**config.mk**
```make
export PLATFORM = sky130hd
export DESIGN_NAME = mem_bus_arbiter
export DESIGN_NICKNAME = d
export VERILOG_FILES = /design/src/rtl/mem_bus_arbiter.sv
export SDC_FILE = /design/constraint.sdc
export NUM_CORES = 1
export LEC_CHECK = 0
export BUFFER_PORTS_ARGS = -buffer_cell sky130_fd_sc_hd__clkbuf_2
export CORE_MARGIN = 3
export CORE_UTILIZATION = 41
export CTS_BUF_LIST = sky130_fd_sc_hd__clkbuf_8 sky130_fd_sc_hd__clkbuf_16
export DETAILED_ROUTE_END_ITERATION = 8
export GPL_TIMING_DRIVEN = 0
export PLACE_DENSITY = 0.77
export RECOVER_POWER = 25
export SLEW_MARGIN = 5
export SYNTH_ARGS = -nofsm -noshare
export SYNTH_HDL_FRONTEND = slang
export SYNTH_SLANG_ARGS = --single-unit
```
**constraint.sdc**
```tcl
create_clock -name clk -period 1.8 [get_ports clk]
set_clock_uncertainty 0.05 [all_clocks]
set_input_delay 0.27 -clock clk [delete_from_list [all_inputs] [get_ports clk]]
set_output_delay 0.27 -clock clk [all_outputs]
set_load 0.01 [all_outputs]
```
**src/rtl/mem_bus_arbiter.sv**
```systemverilog
// Shares one single-port memory bus between the instruction-fetch port and the data port.
// Each access takes a grant cycle, one or more bus cycles until ack or timeout, and one done cycle.
module mem_bus_arbiter #(
  parameter int ADDR_W  = 32,
  parameter int DATA_W  = 32,
  parameter int TIMEOUT = 255
) (
  input  logic              clk,
  input  logic              rst,
  input  logic              flush_i,
  input  logic              if_ce_i,
  input  logic [ADDR_W-1:0] if_addr_i,
  output logic [DATA_W-1:0] if_data_o,
  output logic              if_stall_o,
  input  logic              d_ce_i,
  input  logic              d_we_i,
  input  logic [ADDR_W-1:0] d_addr_i,
  input  logic [3:0]        d_sel_i,
  input  logic [DATA_W-1:0] d_data_i,
  output logic [DATA_W-1:0] d_data_o,
  output logic              d_stall_o,
  output logic              bus_cyc_o,
  output logic              bus_we_o,
  output logic [ADDR_W-1:0] bus_addr_o,
  output logic [3:0]        bus_sel_o,
  output logic [DATA_W-1:0] bus_data_o,
  input  logic [DATA_W-1:0] bus_data_i,
  input  logic              bus_ack_i,
  output logic              bus_err_o
);

  typedef enum logic [2:0] {IDLE, IF_BUSY, D_BUSY, IF_DONE, D_DONE} state_t;

  // Counter tops out one short of TIMEOUT so the abort lands on the TIMEOUT-th busy cycle.
  localparam logic [7:0] TMO_LAST = 8'(TIMEOUT - 1);

  state_t              state, state_nx;
  logic                last_d, last_d_nx;
  logic                discard, discard_nx;
  logic [7:0]          tmo_cnt, tmo_cnt_nx;
  logic                cyc_nx, we_nx, err_nx;
  logic [ADDR_W-1:0]   addr_nx;
  logic [3:0]          sel_nx;
  logic [DATA_W-1:0]   wdata_nx, if_data_nx, d_data_nx;
  logic                grant_d, drop_fetch, tmo_hit;

  // Data wins a tie unless it also won the previous grant.
  assign grant_d    = d_ce_i & (~if_ce_i | ~last_d);
  assign drop_fetch = discard | flush_i;
  assign tmo_hit    = (tmo_cnt == TMO_LAST);

  assign d_stall_o  = d_ce_i & (state != D_DONE);
  assign if_stall_o = if_ce_i & (state != IF_DONE) & ~flush_i;

  always_comb begin
    state_nx   = state;
    last_d_nx  = last_d;
    discard_nx = discard;
    tmo_cnt_nx = tmo_cnt;
    cyc_nx     = bus_cyc_o;
    we_nx      = bus_we_o;
    addr_nx    = bus_addr_o;
    sel_nx     = bus_sel_o;
    wdata_nx   = bus_data_o;
    if_data_nx = if_data_o;
    d_data_nx  = d_data_o;
    err_nx     = 1'b0;

    case (state)
      IDLE: begin
        tmo_cnt_nx = '0;
        discard_nx = 1'b0;
        if (d_ce_i | if_ce_i) begin
          cyc_nx    = 1'b1;
          last_d_nx = grant_d;
          if (grant_d) begin
            state_nx = D_BUSY;
            we_nx    = d_we_i;
            addr_nx  = d_addr_i;
            sel_nx   = d_sel_i;
            wdata_nx = d_data_i;
          end else begin
            state_nx = IF_BUSY;
            we_nx    = 1'b0;
            addr_nx  = if_addr_i;
            sel_nx   = 4'b1111;
            wdata_nx = '0;
          end
        end
      end

      IF_BUSY: begin
        if (bus_ack_i || tmo_hit) begin
          tmo_cnt_nx = '0;
          discard_nx = 1'b0;
          err_nx     = ~bus_ack_i;
          // A flushed fetch still finishes on the bus but never reaches IF_DONE.
          if (drop_fetch) begin
            state_nx = IDLE;
          end else begin
            state_nx   = IF_DONE;
            if_data_nx = bus_ack_i ? bus_data_i : '0;
          end
        end else begin
          tmo_cnt_nx = tmo_cnt + 8'd1;
          if (flush_i) discard_nx = 1'b1;
        end
      end

      D_BUSY: begin
        if (bus_ack_i) begin
          tmo_cnt_nx = '0;
          state_nx   = D_DONE;
          if (!bus_we_o) d_data_nx = bus_data_i;
        end else if (tmo_hit) begin
          tmo_cnt_nx = '0;
          state_nx   = D_DONE;
          err_nx     = 1'b1;
          d_data_nx  = '0;
        end else begin
          tmo_cnt_nx = tmo_cnt + 8'd1;
        end
      end

      default: state_nx = IDLE;
    endcase

    // Bus is parked at zero whenever no cycle is in flight.
    if ((state == IF_BUSY || state == D_BUSY) && (bus_ack_i || tmo_hit)) begin
      cyc_nx   = 1'b0;
      we_nx    = 1'b0;
      addr_nx  = '0;
      sel_nx   = '0;
      wdata_nx = '0;
    end
  end

  always_ff @(posedge clk) begin
    if (rst) begin
      state      <= IDLE;
      last_d     <= 1'b0;
      discard    <= 1'b0;
      tmo_cnt    <= '0;
      bus_cyc_o  <= 1'b0;
      bus_we_o   <= 1'b0;
      bus_addr_o <= '0;
      bus_sel_o  <= '0;
      bus_data_o <= '0;
      bus_err_o  <= 1'b0;
      if_data_o  <= '0;
      d_data_o   <= '0;
    end else begin
      state      <= state_nx;
      last_d     <= last_d_nx;
      discard    <= discard_nx;
      tmo_cnt    <= tmo_cnt_nx;
      bus_cyc_o  <= cyc_nx;
      bus_we_o   <= we_nx;
      bus_addr_o <= addr_nx;
      bus_sel_o  <= sel_nx;
      bus_data_o <= wdata_nx;
      bus_err_o  <= err_nx;
      if_data_o  <= if_data_nx;
      d_data_o   <= d_data_nx;
    end
  end

endmodule

```
* Word level (Yosys, flattened, before mapping)
Cells that the tools add are included.
** Operators by class
- Equality and inequality tests :: 10
- Reduce and logical (&&, ||, !) cells :: 13
- $add $sub $neg :: 1
- Muxes and demuxes :: 26
- Bitwise operators :: 12
** Operator list (count)
- $mux W32 :: 6
- $mux W8 :: 3
- $pmux W8 S3 :: 1
- $mux W3 :: 4
- $ne A3 B3 Y1 const B :: 3
- $pmux W3 S3 :: 1
- $reduce_and A3 Y1 :: 3
- $add A8 B1 Y8 const B :: 1
- $eq A8 B8 Y1 const B :: 1
- $mux W1 :: 6
- $ne A2 B2 Y1 const B :: 3
- $not A1 Y1 :: 5
- $and A1 B1 Y1 :: 4
- $mux W2 :: 2
- $mux W4 :: 1
- $pmux W1 S2 :: 2
- $reduce_and A2 Y1 :: 2
- $reduce_bool A2 Y1 :: 2
- $eq A3 B1 Y1 const B :: 1
- $eq A3 B2 Y1 const B :: 1
- $logic_not A3 Y1 :: 1
- $ne A3 B2 Y1 const B :: 1
- $or A1 B1 Y1 :: 3
- $reduce_bool A3 Y1 :: 1
- other kinds (3) :: 4
** Word-level totals
- Bits of input ports :: 139
- Word-level logic and storage cells :: 74
- Flip-flop bits (word level) :: 148
- Output and inout bits :: 137

* Longest topological paths before layout
- Depth after elaboration :: 6
- Gate-level depth with buffers :: 8
- Gate-level depth less buffers :: 6

* Worst setup path after synthesis
Ideal clock, no wire load.
- Path type :: register to register
- Start :: reg tmo_cnt[0]
- End :: reg bus_addr_o[0]
- Slack :: 74 ps
- Path buffers :: 2
- Cell stages (with the launch flop) :: 9
- Clock period less this slack :: 1726 ps
- Library setup time :: 138 ps
- Arrival :: 1538 ps
- Required time :: 1612 ps
- Path through :: dfxtp_1 -> inv_1 -> ha_1 -> nand4_1 -> o21bai_1 -> a21o_1 -> buf_2 -> buf_2 -> a211oi_1
** Between the ends
- Word-level cells in the longest chain between the ends :: 4
** Ends and longest elaborated chain
- from (decl) :: RTL line 40 : logic [7:0] tmo_cnt, tmo_cnt_nx;
- from (signal assigned) :: RTL line 156 : tmo_cnt <= tmo_cnt_nx;
- $eq A8 B8 Y1 :: RTL line 50 : assign tmo_hit = (tmo_cnt == TMO_LAST);
- $logic_or A1 B1 Y1 :: RTL line 129 : if ((state == IF_BUSY || state == D_BUSY) && (bus_ack_i || tmo_hit)) begin
- $logic_and A1 B1 Y1 :: RTL line 129
- $reduce_or A2 Y1 (no line)
- to (signal assigned) :: RTL line 159 : bus_addr_o <= addr_nx;
- to (decl) :: RTL line 24 : output logic [ADDR_W-1:0] bus_addr_o,
No other way between the ends.
A chain may end at the register's enable or synchronous reset.

* Final worst setup path
- Start :: reg tmo_cnt[1]
- End :: reg d_data_o[13]
** Between the ends
- Word-level cells in the longest chain between the ends :: 3
** Ends and longest elaborated chain
- $eq A8 B8 Y1 :: RTL line 50
- $reduce_bool A2 Y1 (no line)
- $reduce_and A3 Y1 (no line)
- to (signal assigned) :: RTL line 164 : d_data_o <= d_data_nx;
- to (decl) :: RTL line 20 : output logic [DATA_W-1:0] d_data_o,
No other way between the ends.

==> reports/summary.log <==
INFO  worst_setup_path arrival=2.12ns
INFO  pwr            worst_ir_drop_vdd=866uV
INFO  cells_and_area layout-drive-gt1-share=42.4%
INFO  clock_network  cts.root.buffer_cell=sky130_fd_sc_hd__clkbuf_16
INFO  synth          seq_area_frac_synth=54.0%
INFO  global_route   overflow=0
INFO  worst_setup_path element_type_at_the_critical_path_end=flop
INFO  timing         final.min_clock_period=1.86ns
INFO  synth          avgSynthCellArea=10.7um2
INFO  placed_design  dp.cells=962
INFO  clock_network  path_clk_slew=0.06ns
INFO  timing         worst_pin_slew=0.440ns
INFO  global_route   grt_start_max_net_pins=17
INFO  drt            count_of_nets_left_with_antenna_violations_after_detail_routing=0
INFO  placed_design  place_ws=-0.297ns
INFO  drt            detailroute.wirelength.met3=1.77mm
INFO  synth          synthesis.yosys.warnings=0
INFO  run_status     outcome=finished, violations left
INFO  timing         layout_setup_ws=-0.0591ns
INFO  synth          synth-edff-count=0
INFO  clock_network  clkSinkCount=148
INFO  timing         finalSetupViolCount=31
INFO  clock_network  cts_tree=done
INFO  drt            met2_length=8.34mm
INFO  synth          async_reset_ff_share=0%
INFO  drt            wl_met1=6.96mm
INFO  timing         maxSlewHeadroom=70.6%
INFO  placed_design  place.port_buffers=275
INFO  timing         final_max_slew_viol_count=0
INFO  floorplanning  rows=41
INFO  worst_setup_path crit_fanout=8
INFO  job            max_cap_viol=0
INFO  synth          netlist_instances=515
INFO  timing         rsz0062_at_grt=yes
INFO  cells_and_area layoutNonFillerInstCount=1011
INFO  worst_setup_path worstSetupStartpointType=flop
INFO  drt            wirelength=17.4mm
INFO  worst_setup_path crit_chain=ha_4 > nand4_1 > o31ai_2 > a21oi_4 > buf_6 > a22o_1
INFO  floorplanning  initial_utilization=42.6%
INFO  clock_network  cts_buffer_depth=2
INFO  drt            iteration_count_of_the_initial_detailed_routing_pass=6
INFO  timing         fin_hold_ws=0.0348ns
INFO  synth          synth_seq_cells=148
INFO  global_route   first_pass_grt_wire_length=26.0mm
INFO  cells_and_area antenna_cells=0
INFO  drt            top_layer_in_use=met4
INFO  cells_and_area multiInputGateArea=2380um2
INFO  timing         tns=-0.767ns
INFO  drt            drt-initial-drc-count=311
INFO  timing         crit_share_post_route=103%
INFO  clock_network  cts-buffers-inserted=17
INFO  global_route   grt_util_all_layers=22.2%
INFO  worst_setup_path critPathRequiredTime=2.06ns
INFO  clock_network  worstSkewPairLatency=0.42ns
INFO  worst_setup_path slowest_stage=sky130_fd_sc_hd__o31ai_2
INFO  pwr            p_leak=3.66nW
INFO  clock_network  cts_htree_levels=4
INFO  timing         max_clk_rate=0.538GHz
INFO  pwr            power-per-cell-area=1490nW/um2
INFO  synth          synth_area=5490um2
INFO  hold_path      hold_class=in2reg
INFO  placed_design  place.detailed.hpwl=12.4mm
INFO  run_status     failed_checks=setup timing
INFO  synth          synth_nets=656
INFO  floorplanning  dieWidth=122um
INFO  synth          synth.distinct_cells=47
INFO  worst_setup_path max_stage_delay=0.41ns
INFO  floorplanning  die_y=122um
INFO  synth          postSynth.topFlopCell=sky130_fd_sc_hd__dfxtp_1
INFO  floorplanning  dieArea=14800um2
INFO  global_route   grt_pass1_vias=5041
INFO  clock_network  hold_buffers=0
INFO  drt            vias_per_cell=5.23
INFO  pwr            report.power.total=11.9mW
INFO  drt            dr_total_vias=5284
INFO  drt            routed_wire_length_per_instance=17.2um
INFO  placed_design  gpl.final_weighted_congestion=0.836
INFO  timing         final_hold_violating_endpoints=0
INFO  global_route   antenna_found_initial=0
INFO  cells_and_area seqCellArea=2970um2
INFO  cells_and_area nNetsFinal=967
INFO  drt            drc=0
INFO  cells_and_area syn_to_final_growth=45.8%
INFO  worst_setup_path worst-setup-path-type=reg2reg
INFO  cells_and_area fillers=1124
INFO  floorplanning  design.core.area=12900um2
INFO  floorplanning  io-pin-count=276
synth_stat cells (all sizes together) (6+ instances only):
library cell / n / area share, %
a22o: 64 / 11
buf: 36 / 4.4
mux2i: 32 / 5.8
nand2: 11 / 0.75
a211oi: 35 / 4.8
a22oi: 33 / 4.5
nor2: 81 / 5.7
nor3: 6 / 0.75
dfxtp: 148 / 54
a21oi: 8 / 0.80
sequential cells by signal (all words and copies together), names as in the netlist:
| signal | count |
|---|---|
| state | 3 |
| bus_sel_o | 4 |
| last_d | 1 |
| if_data_o | 32 |
| d_data_o | 32 |
| discard | 1 |
| bus_addr_o | 32 |
| bus_cyc_o | 1 |
| tmo_cnt | 8 |
| bus_we_o | 1 |
| bus_data_o | 32 |
| bus_err_o | 1 |
cell usage in the layout (no fill, tap or decap), types with 11 or more instances in the layout:
master	Yosys	routed
sky130_fd_sc_hd__a211oi_1	35	32
sky130_fd_sc_hd__a22o_1	37	37
sky130_fd_sc_hd__a22o_2	27	27
sky130_fd_sc_hd__a22oi_1	33	33
sky130_fd_sc_hd__buf_2	24	13
sky130_fd_sc_hd__buf_6	8	26
sky130_fd_sc_hd__clkbuf_1	5	61
sky130_fd_sc_hd__clkbuf_16	0	17
sky130_fd_sc_hd__clkbuf_2	0	218
sky130_fd_sc_hd__dfxtp_1	148	144
sky130_fd_sc_hd__mux2i_1	32	32
sky130_fd_sc_hd__nand2_1	11	11
sky130_fd_sc_hd__nor2_1	79	78
final cells by class:
| cell class | instances | share of cell area [%] |
|---|---|---|
| flip-flops and latches | 148 | 37.2 |
| multi-input cells | 321 | 29.7 |
| repair buffers | 292 | 18.3 |
| clock buffers | 18 | 5.49 |
| plain buffers | 41 | 4.44 |
| well taps | 172 | 2.69 |
| clock inverters | 14 | 2.00 |
| inverters | 5 | 0.266 |
per-layer routing:
metal  global-route usage (%)  up-vias
met5                        0        -
met4                     7.56        0
met3                     8.73       26
met2                     36.1      278
met1                     26.9     2443
li1                         -     2537
worst max-delay path: cells and delay by family, from the launching register on:
kind,cells,cell delay (ns)
buffers and inverters,1,0.17
flip-flops,1,0.39
AND/OR/NAND/NOR,1,0.20
adder cells (fa/ha/maj),1,0.14
AO/OA/AOI/OAI,3,0.79
through the flow:
stage | cell area [um2] | util [%]
final | 8000 | 62.1
after global routing | 8000 | 62.1
after CTS | 7760 | 60.3
after detailed placement | 7080 | 55.0
after global placement | 7080 | 55.0
after floorplan | 5490 | -
path summary, 6_finish.rpt:
check	start	to	slack, ns	cells past startpoint
min reg2reg	if_data_o[12]	if_data_o[12]	0.43	1
max	tmo_cnt[1]	d_data_o[13]	-0.06	6
max reg2reg	tmo_cnt[1]	d_data_o[13]	-0.06	6
min	d_data_i[8]	bus_data_o[8]	0.03	3
logic make-up after synthesis:
family / count (synthesis) / synth area share [%]
simple gates: 116 / 9.44
buf+inv: 46 / 5.06
compound gates: 168 / 24.7
fa+ha+maj: 2 / 0.456
mux: 32 / 5.84
flops: 148 / 54.0
xor+xnor: 3 / 0.479
power by group:
part           internal, mW  switching [mW]  leakage (nW)
Sequential             3.94           0.381          1.21
Clock                  2.21            1.39         0.303
Combinational          1.72            2.26          2.15
repair_timing:
item / 4_1_cts / 5_1_grt
setup endpoints to repair: 138 / 138
gates resized for setup: 16 / 64
buffers inserted: 3 / 8
pin swaps: 4 / 10
hold endpoints to repair: 0 / 0
gates cloned: 0 / 6
No activity file was read; power rests on OpenSTA's default activity.
